$ cat src/rtl/intr_sequencer_pkg.sv
// Shared definitions for the interrupt entry/exit sequencer: sizes, vector base,
// FSM encoding and a one-hot to index helper.
package intr_sequencer_pkg;

  localparam int N_INTR = 8;
  localparam int ADDR_W = 10;
  localparam int IDX_W  = $clog2(N_INTR);
  localparam int LVL_W  = $clog2(N_INTR + 1);

  localparam logic [ADDR_W-1:0] VEC_BASE = 10'h3E0;

  typedef enum logic [1:0] {
    ST_IDLE     = 2'd0,
    ST_DISPATCH = 2'd1,
    ST_RETURN   = 2'd2
  } seq_state_e;

  function automatic logic [IDX_W-1:0] onehot_to_idx(input logic [N_INTR-1:0] oh);
    logic [IDX_W-1:0] idx;
    idx = '0;
    for (int i = 0; i < N_INTR; i++) begin
      if (oh[i]) idx = IDX_W'(i);
    end
    return idx;
  endfunction

endpackage

$ cat src/rtl/intr_stack.sv
// Return-address LIFO. Pop on empty yields 0 and raises underflow for that cycle;
// the top entry is presented combinationally so the caller can register it on pop.
module intr_stack #(
  parameter  int DEPTH = 8,
  parameter  int WIDTH = 10,
  localparam int CNT_W = $clog2(DEPTH + 1),
  localparam int PTR_W = $clog2(DEPTH)
) (
  input  logic             clk,
  input  logic             reset,
  input  logic             push_i,
  input  logic [WIDTH-1:0] push_data_i,
  input  logic             pop_i,
  output logic [WIDTH-1:0] pop_data_o,
  output logic [CNT_W-1:0] count_o,
  output logic             underflow_o
);

  logic [WIDTH-1:0] mem_q [DEPTH];
  logic [CNT_W-1:0] count_q;
  logic             empty;
  logic             full;
  logic [PTR_W-1:0] top_ptr;

  assign empty   = (count_q == '0);
  assign full    = (count_q == CNT_W'(DEPTH));
  assign top_ptr = PTR_W'(count_q - CNT_W'(1));

  always_ff @(posedge clk or negedge reset) begin
    if (!reset) begin
      count_q <= '0;
      for (int i = 0; i < DEPTH; i++) mem_q[i] <= '0;
    end else if (push_i && !full) begin
      mem_q[PTR_W'(count_q)] <= push_data_i;
      count_q                <= count_q + CNT_W'(1);
    end else if (pop_i && !empty) begin
      count_q <= count_q - CNT_W'(1);
    end
  end

  assign pop_data_o  = empty ? '0 : mem_q[top_ptr];
  assign count_o     = count_q;
  assign underflow_o = pop_i && empty;

endmodule

$ cat src/rtl/intr_sequencer.sv
// Interrupt entry/exit sequencer: picks the highest-priority eligible line at an
// instruction boundary, dispatches its vector and unwinds nesting on return.
//
//   state       | meaning
//   ST_IDLE     | waiting for reti or an eligible request at a boundary
//   ST_DISPATCH | take/call_intr/vec_addr presented for one cycle
//   ST_RETURN   | ret_valid/s_return_intr/ret_addr presented for one cycle
module intr_sequencer
  import intr_sequencer_pkg::*;
(
  input  logic              clk,
  input  logic              reset,
  input  logic [N_INTR-1:0] pending,
  input  logic [N_INTR-1:0] mask,
  input  logic              gie,
  input  logic              boundary,
  input  logic [ADDR_W-1:0] pc_next,
  input  logic              reti,
  output logic              take,
  output logic [ADDR_W-1:0] vec_addr,
  output logic [N_INTR-1:0] call_intr,
  output logic              ret_valid,
  output logic [ADDR_W-1:0] ret_addr,
  output logic [N_INTR-1:0] s_return_intr,
  output logic [N_INTR-1:0] active,
  output logic [3:0]        level,
  output logic              error
);

  seq_state_e        state_q, state_d;
  logic [N_INTR-1:0] active_q, active_d;
  logic              error_q, error_d;
  logic              take_q, take_d;
  logic [N_INTR-1:0] call_q, call_d;
  logic [ADDR_W-1:0] vec_q, vec_d;
  logic              ret_valid_q, ret_valid_d;
  logic [ADDR_W-1:0] ret_addr_q, ret_addr_d;
  logic [N_INTR-1:0] s_ret_q, s_ret_d;

  logic              stk_push, stk_pop, stk_underflow;
  logic [ADDR_W-1:0] stk_top;
  logic [LVL_W-1:0]  stk_count;

  logic [N_INTR-1:0] low_active, allowed, elig, winner;
  logic [IDX_W-1:0]  win_idx;

  // Only lines strictly higher in priority than the current in-service one may preempt.
  assign low_active = active_q & (~active_q + N_INTR'(1));
  assign allowed    = low_active - N_INTR'(1);
  assign elig       = pending & mask & ~active_q & allowed;
  assign winner     = elig & (~elig + N_INTR'(1));
  assign win_idx    = onehot_to_idx(winner);

  intr_stack #(
    .DEPTH (N_INTR),
    .WIDTH (ADDR_W)
  ) u_stack (
    .clk         (clk),
    .reset       (reset),
    .push_i      (stk_push),
    .push_data_i (pc_next),
    .pop_i       (stk_pop),
    .pop_data_o  (stk_top),
    .count_o     (stk_count),
    .underflow_o (stk_underflow)
  );

  always_comb begin
    state_d     = state_q;
    active_d    = active_q;
    error_d     = error_q;
    take_d      = 1'b0;
    call_d      = '0;
    vec_d       = '0;
    ret_valid_d = 1'b0;
    ret_addr_d  = '0;
    s_ret_d     = '0;
    stk_push    = 1'b0;
    stk_pop     = 1'b0;
    case (state_q)
      ST_IDLE: begin
        if (reti) begin
          stk_pop = 1'b1;
          if (stk_underflow) begin
            error_d = 1'b1;
          end else begin
            ret_valid_d = 1'b1;
            ret_addr_d  = stk_top;
            s_ret_d     = low_active;
            active_d    = active_q & ~low_active;
            state_d     = ST_RETURN;
          end
        end else if (gie && boundary && (elig != '0)) begin
          stk_push = 1'b1;
          take_d   = 1'b1;
          call_d   = winner;
          vec_d    = VEC_BASE + ADDR_W'({win_idx, 2'b00});
          active_d = active_q | winner;
          state_d  = ST_DISPATCH;
        end
      end
      ST_DISPATCH: begin
        if (reti) error_d = 1'b1;
        state_d = ST_IDLE;
      end
      default: state_d = ST_IDLE;
    endcase
  end

  always_ff @(posedge clk or negedge reset) begin
    if (!reset) begin
      state_q     <= ST_IDLE;
      active_q    <= '0;
      error_q     <= 1'b0;
      take_q      <= 1'b0;
      call_q      <= '0;
      vec_q       <= '0;
      ret_valid_q <= 1'b0;
      ret_addr_q  <= '0;
      s_ret_q     <= '0;
    end else begin
      state_q     <= state_d;
      active_q    <= active_d;
      error_q     <= error_d;
      take_q      <= take_d;
      call_q      <= call_d;
      vec_q       <= vec_d;
      ret_valid_q <= ret_valid_d;
      ret_addr_q  <= ret_addr_d;
      s_ret_q     <= s_ret_d;
    end
  end

  assign take          = take_q;
  assign call_intr     = call_q;
  assign vec_addr      = vec_q;
  assign ret_valid     = ret_valid_q;
  assign ret_addr      = ret_addr_q;
  assign s_return_intr = s_ret_q;
  assign active        = active_q;
  assign level         = stk_count;
  assign error         = error_q;

endmodule

$ cat config.mk
export PLATFORM = sky130hd
export DESIGN_NAME = intr_sequencer
export DESIGN_NICKNAME = d
export VERILOG_FILES = /design/src/rtl/intr_sequencer_pkg.sv /design/src/rtl/intr_stack.sv /design/src/rtl/intr_sequencer.sv
export SDC_FILE = /design/constraint.sdc
export NUM_CORES = 1
export LEC_CHECK = 0
export BUFFER_PORTS_ARGS = -buffer_cell sky130_fd_sc_hd__buf_2
export CAP_MARGIN = 20
export CORE_UTILIZATION = 50
export DETAILED_ROUTE_END_ITERATION = 6
export PLACE_DENSITY = 0.74
export SLEW_MARGIN = 20
export SYNTH_ARGS = -nofsm -noshare
export SYNTH_HDL_FRONTEND = slang
export SYNTH_SLANG_ARGS = --single-unit
$ cat constraint.sdc
create_clock -name clk -period 2.46 [get_ports clk]
set_input_delay 0.492 -clock clk [delete_from_list [all_inputs] [get_ports clk]]
set_output_delay 0.492 -clock clk [all_outputs]
set_load 0.1 [all_outputs]
After elaboration in Yosys (flattened, before gate mapping)
Index checks and enable logic that the tools add are counted.
W data, S select, Z words.
{"block": "word_totals", "regBits": 133, "latch_bits": 0, "inputBits": 31, "mem_bits_rw": 0, "out_inout_bits": 51, "rom_bits": 0, "word_cells": 111, "mem_count": 0}
{"block": "op_classes", "reduce_logical": 17, "n_eq_ne": 8, "muxes": 47, "n_lt_le_gt_ge": 3, "multipliers": 0, "n_shift": 0, "bitwise_logic": 12, "n_div": 0, "add_sub_neg": 6}
{"cell": "$mux W10", "count": 10}
{"cell": "$bwmux W80", "count": 1}
{"cell": "$mux W8", "count": 9}
{"cell": "$and A8 B8 Y8", "count": 6}
{"cell": "$bmux W10 S3", "count": 1}
{"cell": "$demux W10 S3", "count": 1}
{"cell": "$not A8 Y8", "count": 3}
{"cell": "$add A8 B1 Y8 const B", "count": 2}
{"cell": "$mux W3", "count": 5}
{"cell": "$mux W1", "count": 12}
{"cell": "$mux W2", "count": 5}
{"cell": "$ge A4 B4 Y1 const B", "count": 2}
{"cell": "$mux W4", "count": 2}
{"cell": "$ne A2 B2 Y1 const B", "count": 4}
{"cell": "$not A3 Y4", "count": 2}
{"cell": "$or A8 B8 Y8", "count": 1}
{"cell": "$reduce_bool A8 Y1", "count": 1}
{"cell": "$sub A8 B1 Y8 const B", "count": 1}
{"cell": "$add A6 B6 Y7 const A", "count": 1}
{"cell": "$logic_and A1 B1 Y1", "count": 6}
{"cell": "$ne A3 B3 Y1 const B", "count": 2}
{"cell": "$reduce_bool A2 Y1", "count": 3}
{"cell": "$add A4 B1 Y4 const B", "count": 1}
{"cell": "$eq A4 B4 Y1 const B", "count": 1}
{"cell": "10 further kinds", "count": 11}

Longest topological paths before layout
Gate-level depths: netlist (run 1).
{"block": "depth", "depth_word": 19, "depth_mapped": 11, "ltp_nobuf": 8}

Hierarchy
From an unflattened synthesis (run 1), not the netlist that was laid out.
{"block": "unflattened", "cells_unflattened": 423, "hier_area_um2": 5714.2}
{"module": "intr_stack", "area_each_um2": 4022.6, "cells_each": 279, "seq_area_each_um2": 2102.0, "instances": 1}
{"module": "intr_sequencer", "area_each_um2": 1691.6, "cells_each": 144, "seq_area_each_um2": 1051.0, "instances": 1}

Least setup slack after synthesis (run 1)
No wires, ideal clock.
{"block": "synth_path", "path_type": "register -> register", "from": "register u_stack.count_q[0], in the netlist u_stack.count_o[0]", "to": "register active_q[7], in the netlist active[7]", "path_slack_ns": -0.853, "path_stages_with_launch": 11, "arrival_time_ns": 3.187, "required_ns": 2.334, "setup_time_ns": 0.126, "path_cell_list": "dfrtp_1 clkbuf_1 clkinv_1 ha_1 clkbuf_1 nor3b_1 or2_2 clkbuf_1 or3_1 o21ai_0 nand2_1"}
{"block": "synth_between", "elab_chain_cells": 4}
{"element": "start, declared", "line": "intr_stack.sv:20", "text": "logic [CNT_W-1:0] count_q;"}
{"element": "start signal, assigned", "line": "intr_stack.sv:35", "text": "count_q <= count_q + CNT_W'(1);"}
{"element": "start signal, assigned", "line": "intr_stack.sv:37", "text": "count_q <= count_q - CNT_W'(1);"}
{"element": "$logic_not A4 Y1", "line": "intr_stack.sv:25", "text": "assign empty = (count_q == '0);"}
{"element": "$logic_and A1 B1 Y1", "line": "intr_stack.sv:43", "text": "assign underflow_o = pop_i && empty;"}
{"element": "$ne A2 B2 Y1 (no line)"}
{"element": "$reduce_and A3 Y1 (no line)"}
{"element": "end signal, assigned", "line": "intr_sequencer.sv:123", "text": "active_q <= active_d;"}
{"element": "end, declared", "line": "intr_sequencer.sv:31", "text": "logic [N_INTR-1:0] active_q, active_d;"}
Every way passes these cells.
A chain may end at the register's enable or synchronous reset.

Worst setup path after layout (run 1)
{"block": "layout_path", "from": "register active_q[2], in the netlist active[2]", "to": "register u_stack.mem_q[47] (netlist name)"}
{"block": "layout_between", "elab_chain_cells": 11}
{"element": "$not A8 Y8", "line": "intr_sequencer.sv:48, intr_sequencer.sv:50"}
{"element": "$add A8 B1 Y8", "line": "intr_sequencer.sv:48", "text": "assign low_active = active_q & (~active_q + N_INTR'(1));"}
{"element": "$and A8 B8 Y8", "line": "intr_sequencer.sv:48"}
{"element": "$sub A8 B1 Y8", "line": "intr_sequencer.sv:49", "text": "assign allowed = low_active - N_INTR'(1);"}
{"element": "$and A8 B8 Y8 *", "line": "intr_sequencer.sv:50", "text": "assign elig = pending & mask & ~active_q & allowed;"}
{"element": "$reduce_bool A8 Y1 *", "line": "intr_sequencer.sv:93", "text": "end else if (gie && boundary && (elig != '0)) begin"}
{"element": "$logic_and A1 B1 Y1 *", "line": "intr_sequencer.sv:93"}
{"element": "$mux W1 *", "line": "intr_sequencer.sv:93"}
{"element": "$mux W1 *", "line": "intr_sequencer.sv:82", "text": "if (reti) begin"}
{"element": "$mux W1 *", "line": "intr_sequencer.sv:80", "text": "case (state_q)"}
{"element": "$logic_and A1 B1 Y1 *", "line": "intr_stack.sv:33", "text": "end else if (push_i && !full) begin"}
{"element": "end signal, assigned by index", "line": "intr_stack.sv:34", "text": "mem_q[PTR_W'(count_q)] <= push_data_i;"}
{"element": "end, declared", "line": "intr_stack.sv:19", "text": "logic [WIDTH-1:0] mem_q [DEPTH];"}
Mark *: on every way between the ends. The rest lies on a longest branch, timed or not.

==> results of run 1 <==
==> layout by cell type (no fill, tap or decap), drive strengths merged, types with 2 or more instances in the layout <==
| cell type | instances |
|---|---|
| dfrtp | 126 |
| nand2 | 38 |
| mux4 | 20 |
| inv | 7 |
| clkbuf | 24 |
| a31oi | 3 |
| xnor2 | 2 |
| nand3 | 5 |
| conb | 2 |
| a21oi | 13 |
| nand4 | 5 |
| clkinv | 6 |
| o21ai | 13 |
| or2 | 2 |
| nor3 | 6 |
| ha | 2 |
| bufinv | 2 |
| mux2 | 81 |
| a21o | 2 |
| o22a | 3 |
| buf | 112 |
| nor2 | 18 |
| nor3b | 4 |
| and4 | 2 |
| or3 | 3 |
| and3 | 6 |
| nand2b | 2 |
==> synth_stat cells (4+ instances only) <==
cell type  instances
a21oi_1           13
and3_1             6
buf_4              8
buf_6              4
clkbuf_1           6
dfrtp_1          126
inv_1              6
mux2_2            61
mux2_4            20
mux4_2            20
nand2_1           38
nand3_1            5
nor2_1            18
nor3b_1            4
o21ai_0           12
==> area by class of cell <==
type	count	area [um2]	share of cell area [%]
clock buffers	23	446.7	6.344
clock inverters	8	92.59	1.315
repair buffers	114	742.0	10.54
multi-input cells	250	2375	33.73
inverters	8	35.03	0.4976
well taps	140	175.2	2.488
flip-flops and latches	126	3174	45.09
==> through the flow <==
stage / std cells / total power (uW) / TNS, ps / utilization, % / worst slack [ps]
after floorplan: 406 / 5977 / -1135 / - / -49.66
after global placement: 631 / 6688 / 0 / 58.08 / 101.7
after detailed placement: 631 / 6795 / 0 / 58.08 / 31.67
after CTS: 666 / 9169 / 0 / 63.40 / 15.02
after global routing: 669 / 9657 / -1962 / 64.66 / -87.04
final: 669 / 9214 / -99.83 / 64.66 / -21.13
==> flip-flops by register name, indices dropped and copies added, names as in the netlist <==
register,count
state_q,2
error,1
vec_addr,4
call_intr,8
active,8
s_return_intr,8
ret_valid,1
u_stack.mem_q,80
u_stack.count_o,4
ret_addr,10
==> worst max path at each step <==
stage	endpoint	slack, ps
finish	u_stack.mem_q[47]$_DFFE_PN0P_	-20
floorplan	u_stack.mem_q[40]$_DFFE_PN0P_	-50
CTS	u_stack.mem_q[48]$_DFFE_PN0P_	20
detailed placement	u_stack.mem_q[42]$_DFFE_PN0P_	30
global placement	u_stack.mem_q[47]$_DFFE_PN0P_	100
global route	u_stack.mem_q[47]$_DFFE_PN0P_	-90
==> power by group through the flow <==
| stage | sequential, uW | clock (uW) | combinational, uW |
|---|---|---|---|
| 6_report | 3160 | 2290 | 3770 |
| 5_1_grt | 3230 | 2430 | 4000 |
| 4_1_cts | 3140 | 2330 | 3700 |
| 3_5_place_dp | 3150 | 0 | 3640 |
| 3_3_place_gp | 3110 | 0 | 3570 |
| 2_1_floorplan | 3940 | 0 | 2030 |
==> kinds of logic (layout without fill, tap and decap cells) <==
group,count (synthesis),after routing
buf+inv,30,153
flops,126,126
xor+xnor,3,3
other cells,1,2
compound gates,41,41
mux,101,101
fa+ha+maj,2,2
simple gates,101,101
==> layer usage <==
layer / vias up / wire length (um)
li1: 1687 / -
met1: 2015 / 5366
met2: 164 / 6388
met3: 23 / 795
met4: 0 / 303
met5: - / 0
==> worst min-delay path, cell delays in order <==
cell,delay [ps]
buf_2,120
nand4_1,90
nor2_1,50
==> timing repair <==
item,4_1_cts,5_1_grt
buffers inserted,3,2
hold buffers,1,0
endpoints found under the setup margin,51,50
resized for setup,2,23
endpoints found under the hold margin,26,0
cloned,0,1
pin swaps,2,8
==> run summary, run 1 <==
Row count -> 38
Maximum clock insertion buffer count -> 2
Kind of critical path -> reg2reg
I/O Pins -> 82
Seq pwr share -> 34.3%
Congestion Overflow GR -> 0
Crit-path slowest cell -> dfrtp_4
Total Wirelength -> 12850 um
Top post-synthesis cells by area -> dfrtp_1, mux2_2, mux4_2
Routability cong. -> 0.8837
Antenna violations before repair -> 0
EDFF count, synth -> 0
CP max FO -> 7
Hold Crit Class -> in2reg
Tot GR Track Use -> 23.21%
Horiz. Die Dim -> 108.0 um
Vias per inst -> 5.813
Number of synthesis warnings -> 0
FMAX -> 403.0 MHz
Post-synthesis adder-cell area fraction -> 0.4451%
Hold Path Cell Cnt -> 3
Vias in the first global route -> 3892
Yosys reg bits -> 126
Sequential share of the synthesized area -> 56.09%
Sw Share -> 38.19%
Mapped Area -> 5622 um2
CP peak stage delay -> 500 ps
DP HPWL -> 7908 um
Via count -> 3889
Skew-Pair Late Insertion Delay -> 510 ps
Core ar. -> 10890 um2
VDD IR-drop max -> 0.0008319 V
Pin count of the biggest net entering global routing -> 72
Ratio of cells with drive above 1 in the final layout -> 50.85%
Hold Slack -> 281.9 ps
Port Buffers -> 79
Root buffer cell -> clkbuf_8
Sink Count -> 126
Unrepaired setup endpoints after global routing -> true
Fillers -> 784
Clock power share -> 24.9%
Layout Skew -> 12.40 ps
Critical path launch point type -> register
Wirelength per Cell -> 19.21 um
R2R depth -> 7
GRT met2 Usage -> 37.17%
Met1 usage -> 30.27%
Top cell type's share of synthesized area -> 56.09%
GR Util met3 -> 4.882%
# diodes -> 0
Main flop type after synthesis -> dfrtp_1
Area growth syn-to-layout -> 25.24%
Final hold viol count -> 0
Data arrival time of the worst path -> 2870 ps
Levels on crit path -> 7
Slew Viols, Final -> 0
Placed cell areas -> 6324 um2
Asr flop ratio synth -> 100.0%
Xor/xnor share of the synthesized area -> 0.4674%
GRT busiest layer -> met2
Initial Util -> 51.63%
Synth Area in Simple Gates -> 9.771%
Outcome -> finished, violations left
Maximum capacitance violations -> 0
Reg clk slew, reported paths -> 50 ps
Nets -> 550
Origin of the worst setup path -> active[2]$_DFFE_PN0P_
HP Start -> mask[4]
Starting DRT DRC Count -> 225
Internal Power -> 5695 uW
Setup Viol. Count Final -> 8
Slew headroom -> 53.49%
Post-synth cell types -> 54
DRC Markers -> 0
Combinational share of power -> 40.9%
Number of CTS-inserted buffers -> 17
Min-Delay Endpoint -> call_intr[4]$_DFF_PN0_
Period Utilization, post-route -> 100.9%
Global-route wire length before repair -> 20180 um
Worst reg-to-reg setup slack -> -20 ps
Cell area after layout -> 7041 um2
Static Leakage -> 0.003549 uW
CP Data Required Time -> 2850 ps
Critical path endpoint category -> register
H-tree depth -> 4
P per Cell Area -> 1309 nW/um2
RR Startpoint -> active[2]$_DFFE_PN0P_
Worst-Margin Slew -> 694.2 ps
Die footprint -> 11670 um2
Post-Syn Instances -> 405
Main combinational cell family by area after synthesis -> multiplexers
Post-route ant nets -> 0
Multiplexer area fraction after synthesis -> 25.57%
CTS tree -> done
Switching pwr -> 3519 uW
Avg Cell Area, Syn -> 13.88 um2
Worst reg2reg endpoint -> u_stack.mem_q[47]$_DFFE_PN0P_
DRT Pass-1 Iters -> 4
Bufs and invs on worst path -> 1
Chip Height -> 108.0 um
Final setup margin -> -21.13 ps
CP cell instances -> nor4_4 > and3_4 > nor3_4 > a21o_4 > or3_4 > clkbuf_16 > mux2_4
Tmin final -> 2481 ps
Synth Area in Compound Gates -> 4.474%
Failing checks -> negative setup slack
Synth area leader -> dfrtp_1
Cell family with most CP delay -> simple AND/OR/NAND/NOR gates
Power figures use the tool's default switching activity.
==> inputs of run 2 (changes only) <==
Settings changed: REMOVE_ABC_BUFFERS set to 1, SLEW_MARGIN 20 to 40.
==> run summary, run 2 (synthesized netlist as in run 1, its figures left out) <==
Outcome -> finished clean
# diodes -> 0
Root buffer cell -> clkbuf_8
Sink Count -> 126
Maximum clock insertion buffer count -> 2
DP HPWL -> 8211 um
Number of CTS-inserted buffers -> 17
Via count -> 3846
DRT Pass-1 Iters -> 5
Vias in the first global route -> 3943
Post-route ant nets -> 0
Worst reg2reg endpoint -> u_stack.mem_q[43]$_DFFE_PN0P_
CP cell instances -> nor4_4 > and3_4 > nor3_2 > a21o_1 > or3_1 > buf_4 > mux2_4
FMAX -> 419.9 MHz
Leading cell type in the layout, fill and taps excluded -> dfrtp_1
Area growth syn-to-layout -> 24.95%
Slew Viols, Final -> 0
P per Cell Area -> 1340 nW/um2
Pin count of the biggest net entering global routing -> 40
Period Utilization, post-route -> 96.82%
RR Startpoint -> active[0]$_DFFE_PN0P_
Critical path endpoint category -> register
Chip Height -> 108.0 um
DRC Markers -> 0
Port Buffers -> 79
Max reg flops -> 80
Nets -> 557
Global-route wire length before repair -> 20980 um
Worst Setup EP -> u_stack.mem_q[43]$_DFFE_PN0P_
Worst-Margin Slew -> 543.4 ps
CP Data Required Time -> 2870 ps
Tmin final -> 2382 ps
Unrepaired setup endpoints after global routing -> true
Horiz. Die Dim -> 108.0 um
Data arrival time of the worst path -> 2790 ps
Wirelength per Cell -> 19.31 um
I/O Pins -> 82
Worst reg-to-reg setup slack -> 80 ps
Largest Register -> u_stack.mem_q
Origin of the worst setup path -> active[0]$_DFFE_PN0P_
Slew headroom -> 63.77%
Initial Util -> 51.63%
Fillers -> 794
Crit-path slowest cell -> dfrtp_2
CP peak stage delay -> 460 ps
Layout Skew -> 9.188 ps
Routability cong. -> 0.8807
Core ar. -> 10890 um2
Skew-Pair Late Insertion Delay -> 530 ps
CP max FO -> 10
Ratio of cells with drive above 1 in the final layout -> 49.72%
Row count -> 38
Hold Crit Class -> in2reg
Post-Place Cells -> 639
Reg clk slew, reported paths -> 60 ps
Vias per inst -> 5.681
Starting DRT DRC Count -> 222
Setup Viol. Count Final -> 0
Maximum capacitance violations -> 0
CTS tree -> done
Static Leakage -> 0.003573 uW
R2R depth -> 7
Total Wirelength -> 13070 um
VDD IR-drop max -> 0.0006556 V
Critical path launch point type -> register
Layout Utilization -> 64.51%
Congestion Overflow GR -> 0
Hold Slack -> 271.2 ps
Die footprint -> 11670 um2
Commonest non-fill, non-tap cells in the layout -> dfrtp_1, buf_2, mux2_2
Final hold viol count -> 0
Non-filler cells, final -> 677
Tot GR Track Use -> 24.51%
Antenna violations before repair -> 0
H-tree depth -> 4
Kind of critical path -> reg2reg
## run 2: power breakdown
| group | leakage [uW] | internal, uW | switching (uW) |
|---|---|---|---|
| combinational | 0.00161 | 1480 | 2240 |
| clock | 0.000288 | 1600 | 951 |
| sequential | 0.00168 | 2740 | 400 |
## run 2: what timing repair did
action                     in CTS  in global routing
hold endpoints to repair       25                  0
setup endpoints to repair       0                 52
setup buffers                   0                  5
gates resized for setup         0                  6
hold buffers                    1                  0
## run 2: layout make-up
type	count	area [um2]	area share [%]
tap	140	175.2	2.494
multi-input combinational	250	2312	32.92
clock inverter	12	161.4	2.298
inverter	8	30.03	0.4275
timing repair buffer	121	743.2	10.58
sequential	126	3157	44.94
clock buffer	20	445.4	6.341
## run 2: routing by layer
metal | part of all wire [%] | vias to the layer above | track usage, %
met3 | 5.2 | 19 | 5.726
li1 | - | 1701 | -
met4 | 1.3 | 0 | 8.513
met1 | 42 | 1980 | 30.70
met2 | 51 | 146 | 41.72
met5 | 0 | - | 0
## run 2: worst min-delay path by stage
stage / from / to / slack (ps) / cells after the start
floorplan: reset / active[0]$_DFFE_PN0P_ / 200 / 0
global placement: reset / call_intr[7]$_DFF_PN0_ / 430 / 1
detailed placement: reset / call_intr[7]$_DFF_PN0_ / 430 / 1
CTS: mask[2] / call_intr[2]$_DFF_PN0_ / 240 / 3
global route: mask[4] / call_intr[4]$_DFF_PN0_ / 270 / 3
finish: mask[0] / call_intr[0]$_DFF_PN0_ / 270 / 3
## run 2: stage by stage
step	setup TNS (ps)	instance area (um2)	worst slack, ps	power, uW
3_3_place_gp	0	6350	171.9	6678
4_1_cts	0	6967	34.38	9400
5_1_grt	-655.5	7024	-43.01	9828
2_1_floorplan	-147490	5480	-1893	5829
6_report	0	7024	78.20	9410
3_5_place_dp	0	6350	82.40	6791
## run 2: critical path, delay by kind of cell, from the launching register on
family,cells,cell delay (ps)
flip-flops,1,460
AO/OA/AOI/OAI,1,230
AND/OR/NAND/NOR,4,1020
buffers and inverters,1,220
multiplexers,1,320
